==> config.mk <==
export PLATFORM = sky130hd
export DESIGN_NAME = fetch_stage
export DESIGN_NICKNAME = d
export VERILOG_FILES = /design/src/rtl/fetch_stage.sv
export SDC_FILE = /design/constraint.sdc
export NUM_CORES = 1
export LEC_CHECK = 0
export CORE_MARGIN = 1
export CORE_UTILIZATION = 35
export DETAILED_ROUTE_END_ITERATION = 16
export GPL_ROUTABILITY_DRIVEN = 0
export PLACE_DENSITY = 0.6
export SYNTH_ARGS = -nofsm -noshare
export SYNTH_HDL_FRONTEND = slang
export SYNTH_SLANG_ARGS = --single-unit
==> constraint.sdc <==
create_clock -name clk -period 9.8 [get_ports clk]
set_input_delay 1.96 -clock clk [delete_from_list [all_inputs] [get_ports clk]]
set_output_delay 1.96 -clock clk [all_outputs]
set_load 0.02 [all_outputs]
==> src/rtl/fetch_stage.sv <==
// Instruction-fetch front end: fetch PC, single-outstanding imem handshake,
// 2-entry instruction queue toward decode, redirect handling with wrong-path drop.
module fetch_stage #(
  parameter logic [31:0] RESET_PC = 32'h0000_0000
) (
  input  logic        clk,
  input  logic        rst,
  output logic        imem_req,
  output logic [31:0] imem_addr,
  input  logic        imem_ack,
  input  logic [31:0] imem_rdata,
  input  logic        redirect_valid,
  input  logic [31:0] redirect_pc,
  input  logic        id_ready,
  output logic        id_valid,
  output logic [31:0] id_instr,
  output logic [5:0]  id_op,
  output logic [31:0] id_pc,
  output logic [31:0] id_pc_plus4
);

  typedef enum logic [1:0] {
    S_IDLE = 2'd0,
    S_WAIT = 2'd1,
    S_DROP = 2'd2
  } state_t;

  state_t      r_state;
  state_t      w_state_nxt;
  logic [31:0] r_pc;
  logic [31:0] r_addr;
  logic [31:0] w_pc_nxt;
  logic [31:0] w_addr_nxt;

  logic [1:0]  r_count;
  logic        r_head;
  logic [31:0] r_q_instr [2];
  logic [31:0] r_q_pc    [2];

  logic        w_pop;
  logic        w_ack;
  logic        w_push;
  logic        w_room;
  logic [2:0]  w_occ;
  logic        w_wr_idx;

  // Occupancy after this edge decides whether another request may be issued.
  always_comb begin
    w_pop    = (r_count != 2'd0) && id_ready;
    w_ack    = imem_ack && (r_state != S_IDLE);
    w_push   = (r_state == S_WAIT) && w_ack && !redirect_valid;
    w_occ    = {1'b0, r_count} + {2'b00, w_push} - {2'b00, w_pop};
    w_room   = (w_occ <= 3'd1);
    w_wr_idx = r_head ^ r_count[0];
  end

  always_comb begin
    w_state_nxt = r_state;
    w_pc_nxt    = r_pc;
    w_addr_nxt  = r_addr;
    case (r_state)
      S_IDLE: begin
        if (redirect_valid) begin
          w_addr_nxt  = redirect_pc;
          w_pc_nxt    = redirect_pc + 32'd4;
          w_state_nxt = S_WAIT;
        end else if (w_room) begin
          w_addr_nxt  = r_pc;
          w_pc_nxt    = r_pc + 32'd4;
          w_state_nxt = S_WAIT;
        end
      end
      S_WAIT: begin
        if (w_ack) begin
          if (redirect_valid) begin
            w_addr_nxt  = redirect_pc;
            w_pc_nxt    = redirect_pc + 32'd4;
            w_state_nxt = S_WAIT;
          end else if (w_room) begin
            w_addr_nxt  = r_pc;
            w_pc_nxt    = r_pc + 32'd4;
            w_state_nxt = S_WAIT;
          end else begin
            w_state_nxt = S_IDLE;
          end
        end else if (redirect_valid) begin
          // Request stays pending on the old address; its data is dropped later.
          w_pc_nxt    = redirect_pc;
          w_state_nxt = S_DROP;
        end
      end
      S_DROP: begin
        if (w_ack) begin
          if (redirect_valid) begin
            w_addr_nxt = redirect_pc;
            w_pc_nxt   = redirect_pc + 32'd4;
          end else begin
            w_addr_nxt = r_pc;
            w_pc_nxt   = r_pc + 32'd4;
          end
          w_state_nxt = S_WAIT;
        end else if (redirect_valid) begin
          w_pc_nxt = redirect_pc;
        end
      end
      default: begin
        w_state_nxt = S_IDLE;
      end
    endcase
  end

  always_ff @(posedge clk or posedge rst) begin
    if (rst) begin
      r_state <= S_IDLE;
      r_pc    <= RESET_PC;
      r_addr  <= RESET_PC;
    end else begin
      r_state <= w_state_nxt;
      r_pc    <= w_pc_nxt;
      r_addr  <= w_addr_nxt;
    end
  end

  always_ff @(posedge clk or posedge rst) begin
    if (rst) begin
      r_count <= 2'd0;
      r_head  <= 1'b0;
      for (int unsigned i = 0; i < 2; i++) begin
        r_q_instr[i] <= '0;
        r_q_pc[i]    <= '0;
      end
    end else if (redirect_valid) begin
      r_count <= 2'd0;
      r_head  <= 1'b0;
    end else begin
      if (w_push) begin
        r_q_instr[w_wr_idx] <= imem_rdata;
        r_q_pc[w_wr_idx]    <= r_addr;
      end
      r_count <= w_occ[1:0];
      if (w_pop) begin
        r_head <= ~r_head;
      end
    end
  end

  always_comb begin
    imem_req    = (r_state != S_IDLE);
    imem_addr   = r_addr;
    id_valid    = (r_count != 2'd0);
    id_instr    = id_valid ? r_q_instr[r_head] : '0;
    id_pc       = id_valid ? r_q_pc[r_head] : '0;
    id_pc_plus4 = id_valid ? (r_q_pc[r_head] + 32'd4) : '0;
    id_op       = id_instr[31:26];
  end

endmodule

==> reports/metrics.cfg, run 1 <==
[routing]
wire_per_inst_um = 20.79
routedLengthMet1_um = 18960
drt_iter0_markers = 1000
totalWireLength_um = 41410
routed.top_layer = met4
via_per_inst = 5.748
dr.pass1.iters = 5
wl_met2_um = 18720
drc = 0
vias = 11450
wl_met3_um = 2923
antenna_left = 0

[run]
cap_viol_max_count = 0

[sta]
setup_viol = 0
fin_crit_ps = 7058
worstMarginPinSlew_ps = 1162
finalSetupTns_ps = 0
hold_viol_final = 0
rsz0062_at_grt = no
relSlewSlack_pct = 20.35
finalCritPeriodShare_pct = 72.03
drv_slew = 0
skew_ps = 18.89
fmax_ghz = 0.1417
holdWs_ps = 507.6

[worst_setup_path]
arrival_ps = 5100
crit_path_start_kind = flop
r2r-start = r_count[1]
r2r_slack_ps = 4960
worstPathRequired_ps = 7840
rr_endpoint = imem_addr[21]
crit_type = reg2out
r2r_cells = 15
cp_max_fo = 52
end_kind = primary output

[synthesis]
synth_nets = 1465
syn-cell-area_mm2 = 0.01300
ys.flop_type = dfrtp_1
synth.distinct_cells = 87
yosys_warnings = 0
synth_edf_count = 0
ys_ff_latch = 197
synthCells = 1385
syn-mean-instance-area_um2 = 9.385
ys_seq_area_share_pct = 37.92
async_flop_share_pct = 100.0

[pwr]
pwr-share-seq_pct = 30.2
comb_power_share_pct = 55.1
leakagePower_nw = 6.275
p_per_area_mw_per_mm2 = 321.2
internal_power_mw = 2.738
ir_drop_uv = 224.2
p_sw_mw = 2.345
power.share.switching_pct = 46.14
clockPowerShare_pct = 14.7

[floorplan]
placeableCoreArea_mm2 = 0.03661
rows = 70
dieArea_mm2 = 0.03791
ioPinCount = 205
die_y_um = 194.7
fp.dieW_um = 194.7
start_util_pct = 35.51

[clock_tree]
cts_hold_repair.buffers = 0
cts.repair.resized = 0
post-cts-setup-buffers = 0
clk_path_buf_depth = 2
cts_tree = done
numCtsBuffers = 17
insertion_delay_ps = 450
cts_sinks = 197
clkSlewWorstSetupHoldPaths_ps = 90
htree_levels = 4
cts_root_buf = clkbuf_16

[final_layout]
final_cell_mix = clkdlybuf4s50_1, dfrtp_1, mux2_2
antenna_cells = 0
layout.nets = 1591
areaGrowthSynthToFinish_pct = 21.72
mostFrequentLayoutCell = clkdlybuf4s50_1
drive_above_1_share_pct = 15.16

[grt]
grt_pass1_wl_um = 65110
antenna_found_initial = 0
grt_max_degree = 120
grt.overflow.total = 0
grt_pass1_vias = 11120
track_usage_pct = 21.89

[placed_design]
dp_hpwl_um = 28710
io_buffer_count = 204

[worst_hold_path]
hold_depth = 1
min_path_type = reg2reg
hold_start = r_q_instr[0]
worstHoldEndpoint = r_q_instr[0]

[status]
status = completed

-- worst max-delay path, stage by stage (launching register included) --
cell and delay (ps):
dfrtp_4 930, buf_4 710, nand3_1 200, a222oi_1 850
nand2_1 560, nor4_1 480, xor2_1 130, nor2_1 110
clkdlybuf4s50_1 610
-- how the worst max path moves through the flow --
stage                     startpoint               to  slack, ps  depth (start not counted)
final                         r_head  id_pc_plus4[27]       2740                          8
after global routing          r_head  id_pc_plus4[31]       2520                          8
after CTS                     r_head  id_pc_plus4[31]       2860                          8
after detailed placement    imem_ack    imem_addr[22]       3360                         16
after global placement      imem_ack    imem_addr[23]       3500                         16
after floorplan                  rst     imem_addr[0]       2470                          1
-- sequential cells by signal, indices dropped and copies added, names as in the netlist --
name and count:
r_q_instr 64, r_q_pc 64, imem_addr 32, r_pc 32, r_count 2, r_state 2
r_head 1
-- power by group through the flow --
stage                     Sequential, mW  Clock (mW)  Combinational (mW)
after floorplan                     1.46           0                1.87
after global routing                1.60       0.792                3.03
after detailed placement            1.55           0                2.79
final                               1.54       0.745                2.80
after global placement              1.54           0                2.75
after CTS                           1.54       0.760                2.80
-- synthesized netlist by cell type (all sizes together) (5+ instances only) --
library cell / number / area [µm²]
a22oi: 6 / 45.04
nand3b: 16 / 132.6
nor3: 29 / 145.1
dfrtp: 197 / 4930
or2: 5 / 31.29
nor4: 22 / 182.7
a21boi: 9 / 67.56
nand2: 109 / 411.7
xor2: 33 / 289.0
nor2: 147 / 551.8
a221o: 8 / 80.08
o31a: 5 / 43.79
o211ai: 6 / 50.05
mux2i: 79 / 790.8
and3: 16 / 106.4
nand3: 49 / 250.2
nand2b: 9 / 56.30
o22ai: 8 / 50.05
nand4: 19 / 133.9
mux2: 149 / 1678
a21o: 6 / 45.04
ha: 10 / 125.1
inv: 20 / 75.07
a21oi: 50 / 250.2
clkbuf: 72 / 330.3
o21ai: 89 / 449.2
o31ai: 6 / 45.04
o21a: 5 / 37.54
nor2b: 14 / 87.58
or3: 10 / 63.81
and2: 17 / 106.4
and4: 13 / 115.1
a211oi: 10 / 80.07
a31oi: 16 / 100.1
buf: 39 / 251.5
xnor2: 30 / 262.8
-- metal layers --
layer,up-vias,track usage (%)
li1,5268,-
met1,5632,30.77
met2,494,34.10
met3,57,4.199
met4,0,6.114
met5,-,0
-- cells by family after synthesis --
group | share of synthesized area (%)
flops | 37.92
xor+xnor | 4.245
mux | 18.99
compound gates | 13.70
simple gates | 18.97
fa+ha+maj | 1.117
buf+inv | 5.053
-- per-stage QoR --
step / setup slack (ps) / instances / util (%) / area (µm²) / total power [mW]
global placement: 3504 / 1960 / 41.49 / 15190 / 4.286
detailed placement: 3358 / 1960 / 41.49 / 15190 / 4.345
floorplan: 2471 / 1385 / - / 13000 / 3.332
CTS: 2859 / 1992 / 43.22 / 15820 / 5.098
finish: 2742 / 1992 / 43.22 / 15820 / 5.083
global route: 2515 / 1992 / 43.22 / 15820 / 5.416
-- final cells by class --
| class | instances | area (µm²) |
|---|---|---|
| Multi-Input combinational cell | 1057 | 7445 |
| Fill cell | 3611 | 20790 |
| Clock buffer | 17 | 425.4 |
| Sequential cell | 197 | 4933 |
| Clock inverter | 15 | 205.2 |
| Tap cell | 468 | 585.6 |
| Inverter | 20 | 82.58 |
| Timing Repair Buffer | 218 | 2145 |
No activity file was read; power rests on OpenSTA's default activity.
==> run 2, diff against run 1 <==
clock period = 6.8 ns   (was 9.8 ns; I/O delays follow)
==> run 2 against run 1 <==
  * Largest power group unchanged
  * Largest cell class unchanged
  * Worst hold slack worse by 2.7 ps
  * Sequential share of layout area about the same
  * Design area down 0.12%
==> reports/metrics.cfg, run 2 (same netlist as run 1, synthesis figures left out) <==
[grt]
antenna_found_initial = 1
grt.overflow.total = 0
grt_pass1_wl_um = 65730
grt_pass1_vias = 11190
track_usage_pct = 22.06
grt_max_degree = 90

[sta]
hold_viol_final = 0
drv_slew = 0
setup_viol = 0
holdWs_ps = 504.9
worstMarginPinSlew_ps = 1136
relSlewSlack_pct = 23.97
skew_ps = 16.02
finalCritPeriodShare_pct = 88.01
fin_crit_ps = 5985
fmax_ghz = 0.1671
rsz0062_at_grt = no
finalSetupTns_ps = 0

[final_layout]
areaGrowthSynthToFinish_pct = 21.57
layout.nets = 1595
top_regs = r_q_instr: 64 flops, r_q_pc: 64 flops
final_cell_mix = clkdlybuf4s50_1, dfrtp_1, mux2_2
drive_above_1_share_pct = 15.26
design_area_mm2 = 0.01580
mostFrequentLayoutCell = clkdlybuf4s50_1
fin_cells = 1996

[clock_tree]
cts_root_buf = clkbuf_16
clkSlewWorstSetupHoldPaths_ps = 80
insertion_delay_ps = 450
post-cts-setup-buffers = 0
cts_sinks = 197
numCtsBuffers = 17
cts_hold_repair.buffers = 0
htree_levels = 4
cts_tree = done
cts.repair.resized = 0
clk_path_buf_depth = 2

[floorplan]
rows = 70
start_util_pct = 35.51
ioPinCount = 205
dieArea_mm2 = 0.03791
die_y_um = 194.7
fp.dieW_um = 194.7
placeableCoreArea_mm2 = 0.03661

[status]
status = completed

[worst_setup_path]
crit_path_start_kind = flop
rr_endpoint = r_pc[6]
r2r_cells = 17
crit_type = reg2out
arrival_ps = 4620
end_kind = primary output
r2r_slack_ps = 2290
r2r-start = r_state[1]
cp_max_fo = 62
worstPathRequired_ps = 5440

[routing]
drt_iter0_markers = 1069
antenna_left = 0
via_per_inst = 5.798
wire_per_inst_um = 20.91
vias = 11570
dr.pass1.iters = 8
totalWireLength_um = 41750
drc = 0

[pwr]
leakagePower_nw = 6.268
p_per_area_mw_per_mm2 = 462.0
ir_drop_uv = 274.7

[worst_hold_path]
hold_depth = 1
worstHoldEndpoint = r_q_pc[53]
hold_start = r_q_pc[53]
min_path_type = reg2reg

[placed_design]
placed_area_mm2 = 0.01522
dp_cells = 1964
io_buffer_count = 204
dp_hpwl_um = 29030

[run]
cap_viol_max_count = 0

-- run 2: critical path, cell delays in order (launching register included) --
cell	delay, ps
dfrtp_4	1020
buf_4	610
nand3_2	190
a222oi_1	630
nand4b_2	380
nor4_1	440
xor2_1	110
nor2_1	100
clkdlybuf4s50_1	650
-- run 2: layout make-up --
class | instances | area, µm²
multi-input cells | 1057 | 7442
repair buffers | 222 | 2175
well taps | 468 | 585.6
clock inverters | 13 | 142.6
diodes | 1 | 2.502
fillers | 3599 | 20810
inverters | 20 | 82.58
clock buffers | 18 | 439.2
flip-flops and latches | 197 | 4933
-- run 2: power by group --
part / switching, mW / internal, mW
Clock: 0.523 / 0.497
Combinational: 2.32 / 1.74
Sequential: 0.538 / 1.68
-- run 2: stage by stage --
step           setup slack [ps]  utilization [%]  total power [mW]
3_3_place_gp               1405            41.57             6.193
4_1_cts                   816.3            43.16             7.310
3_5_place_dp               1311            41.57             6.269
5_1_grt                   513.4            43.16             7.786
2_1_floorplan             71.05                -             4.802
6_report                  815.1            43.16             7.301
-- run 2: worst max-delay path by stage --
stage | from | endpoint | slack, ps | depth (start not counted)
5_1_grt | r_head | id_pc_plus4[27] | 510 | 8
2_1_floorplan | rst | imem_addr[0] | 70 | 1
6_report | r_head | id_pc_plus4[30] | 820 | 8
4_1_cts | r_head | id_pc_plus4[31] | 820 | 8
3_5_place_dp | r_head | id_pc_plus4[27] | 1310 | 8
3_3_place_gp | r_head | id_pc_plus4[31] | 1400 | 8
-- run 2: per-layer routing --
layer	part of all wire, %	vias up	global-route usage, %
met5	0	-	0
met4	2.2	0	7.025
met3	8.3	69	5.223
met2	45	521	34.29
met1	45	5708	30.13
li1	-	5274	-
==> run 3, diff against run 2 <==
CORE_MARGIN = 1.5   (was 1)
CTS_CLUSTER_DIAMETER = 120   (was unset)
==> run 3 against run 2 <==
  * Critical path type unchanged
  * Largest power group unchanged
  * Via count decreased by 1.3%
  * Largest cell class unchanged
  * Count of clock-buffer cells in the layout decreased by 1
  * Design area increased by 0.44%
==> reports/metrics.cfg, run 3 (same netlist as run 1, synthesis figures left out) <==
[sta]
fmax_ghz = 0.1735
rsz0062_at_grt = no
relSlewSlack_pct = 23.81
setup_viol = 0
drv_slew = 0
worstMarginPinSlew_ps = 1111
finalCritPeriodShare_pct = 84.77
skew_ps = 22.65
finalSetupTns_ps = 0
hold_viol_final = 0
fin_crit_ps = 5764

[routing]
wire_per_inst_um = 20.98
dr.pass1.iters = 6
antenna_left = 0
drc = 0
totalWireLength_um = 41910
via_per_inst = 5.717
vias = 11420
drt_iter0_markers = 1272

[grt]
grt_max_degree = 90
grt_pass1_vias = 11010
grt.overflow.total = 0
grt_pass1_wl_um = 64960
track_usage_pct = 21.74
antenna_found_initial = 1

[final_layout]
seq_area_mm2 = 0.004933
layout.nets = 1596
fillers = 3598
areaGrowthSynthToFinish_pct = 22.10
top_regs = r_q_instr: 64 flops, r_q_pc: 64 flops
utilization_pct = 43.35
multi_input_area_mm2 = 0.007442
final_cell_mix = clkdlybuf4s50_1, dfrtp_1, mux2_2
mostFrequentLayoutCell = clkdlybuf4s50_1
drive_above_1_share_pct = 15.37

[clock_tree]
clkSlewWorstSetupHoldPaths_ps = 90
insertion_delay_ps = 460
cts.repair.resized = 0
post-cts-setup-buffers = 0
cts_hold_repair.buffers = 0
htree_levels = 4
cts_sinks = 197
cts_root_buf = clkbuf_16
clk_path_buf_depth = 2
numCtsBuffers = 17
cts_tree = done

[floorplan]
dieArea_mm2 = 0.03830
die_y_um = 195.7
rows = 70
placeableCoreArea_mm2 = 0.03661
fp.dieW_um = 195.7
start_util_pct = 35.51
ioPinCount = 205

[pwr]
finalPower_mw = 7.391
p_per_area_mw_per_mm2 = 465.7
leakagePower_nw = 6.307
ir_drop_uv = 323.5

[worst_setup_path]
end_kind = primary output
worstPathRequired_ps = 5440
crit_path_start_kind = flop
slowest_stage = dfrtp_4
cp_max_fo = 62
slowest_delay_ps = 1000
crit_type = reg2out
cp_cell_sequence = nand3_1, a222oi_1, nand2_1, nor4_1, xor2_1, nor2_1, clkdlybuf4s50_1
arrival_ps = 4400

[placed_design]
dp_hpwl_um = 28920
io_buffer_count = 204

[run]
cap_viol_max_count = 0

[worst_hold_path]
min_path_type = reg2reg

[status]
status = completed

## run 3: worst max-delay path: cells and delay by family (launching register included)
kind / cells / cell delay (ps)
compound gates: 1 / 890
xor+xnor: 1 / 130
buf+inv: 1 / 630
flops: 1 / 1000
simple gates: 4 / 1220
## run 3: final timing paths
kind	endpoint	start	cells past startpoint	slack [ps]
min in group asynchronous	r_pc[1]	rst	2	1340
worst min-delay path	r_pc[0]	r_pc[0]	2	500
worst max register to register	r_pc[6]	r_state[1]	17	2290
worst min register to register	r_pc[0]	r_pc[0]	2	500
max in group asynchronous	r_q_instr[43]	rst	3	4070
worst max-delay path	id_pc_plus4[30]	r_head	7	1040
## run 3: area by class of cell
cell class                      instances  area share [%]
Sequential cell                       197           31.08
Timing Repair Buffer                  223           13.75
Inverter                               20          0.5203
Tap cell                              468           3.689
Clock buffer                           17           2.680
Antenna cell                            1         0.01577
Multi-Input combinational cell       1057           46.89
Clock inverter                         15           1.372
## run 3: per-stage QoR
stage               cell area, µm²  std cells  setup WS, ps  hold WS [ps]
global route                 15870       1997         716.1         519.8
floorplan                    13000       1385         71.05         462.6
CTS                          15870       1997          1014         505.8
detailed placement           15230       1965          1516         486.5
finish                       15870       1998          1036         501.1
global placement             15230       1965          1661         481.9
## run 3: routing by layer
layer / part of all wire (%) / routed length [µm] / GRT usage (%) / vias to the layer above
met1: 45 / 18950 / 30.53 / 5594
li1: - / - / - / 5285
met4: 2.2 / 904 / 6.581 / 0
met5: 0 / 0 / 0 / -
met2: 45 / 18880 / 33.70 / 488
met3: 7.6 / 3175 / 4.435 / 56
## run 3: power by group
group,switching (mW),internal [mW]
Combinational,2.31,1.74
Sequential,0.536,1.68
Clock,0.570,0.549
Total,3.42,3.97
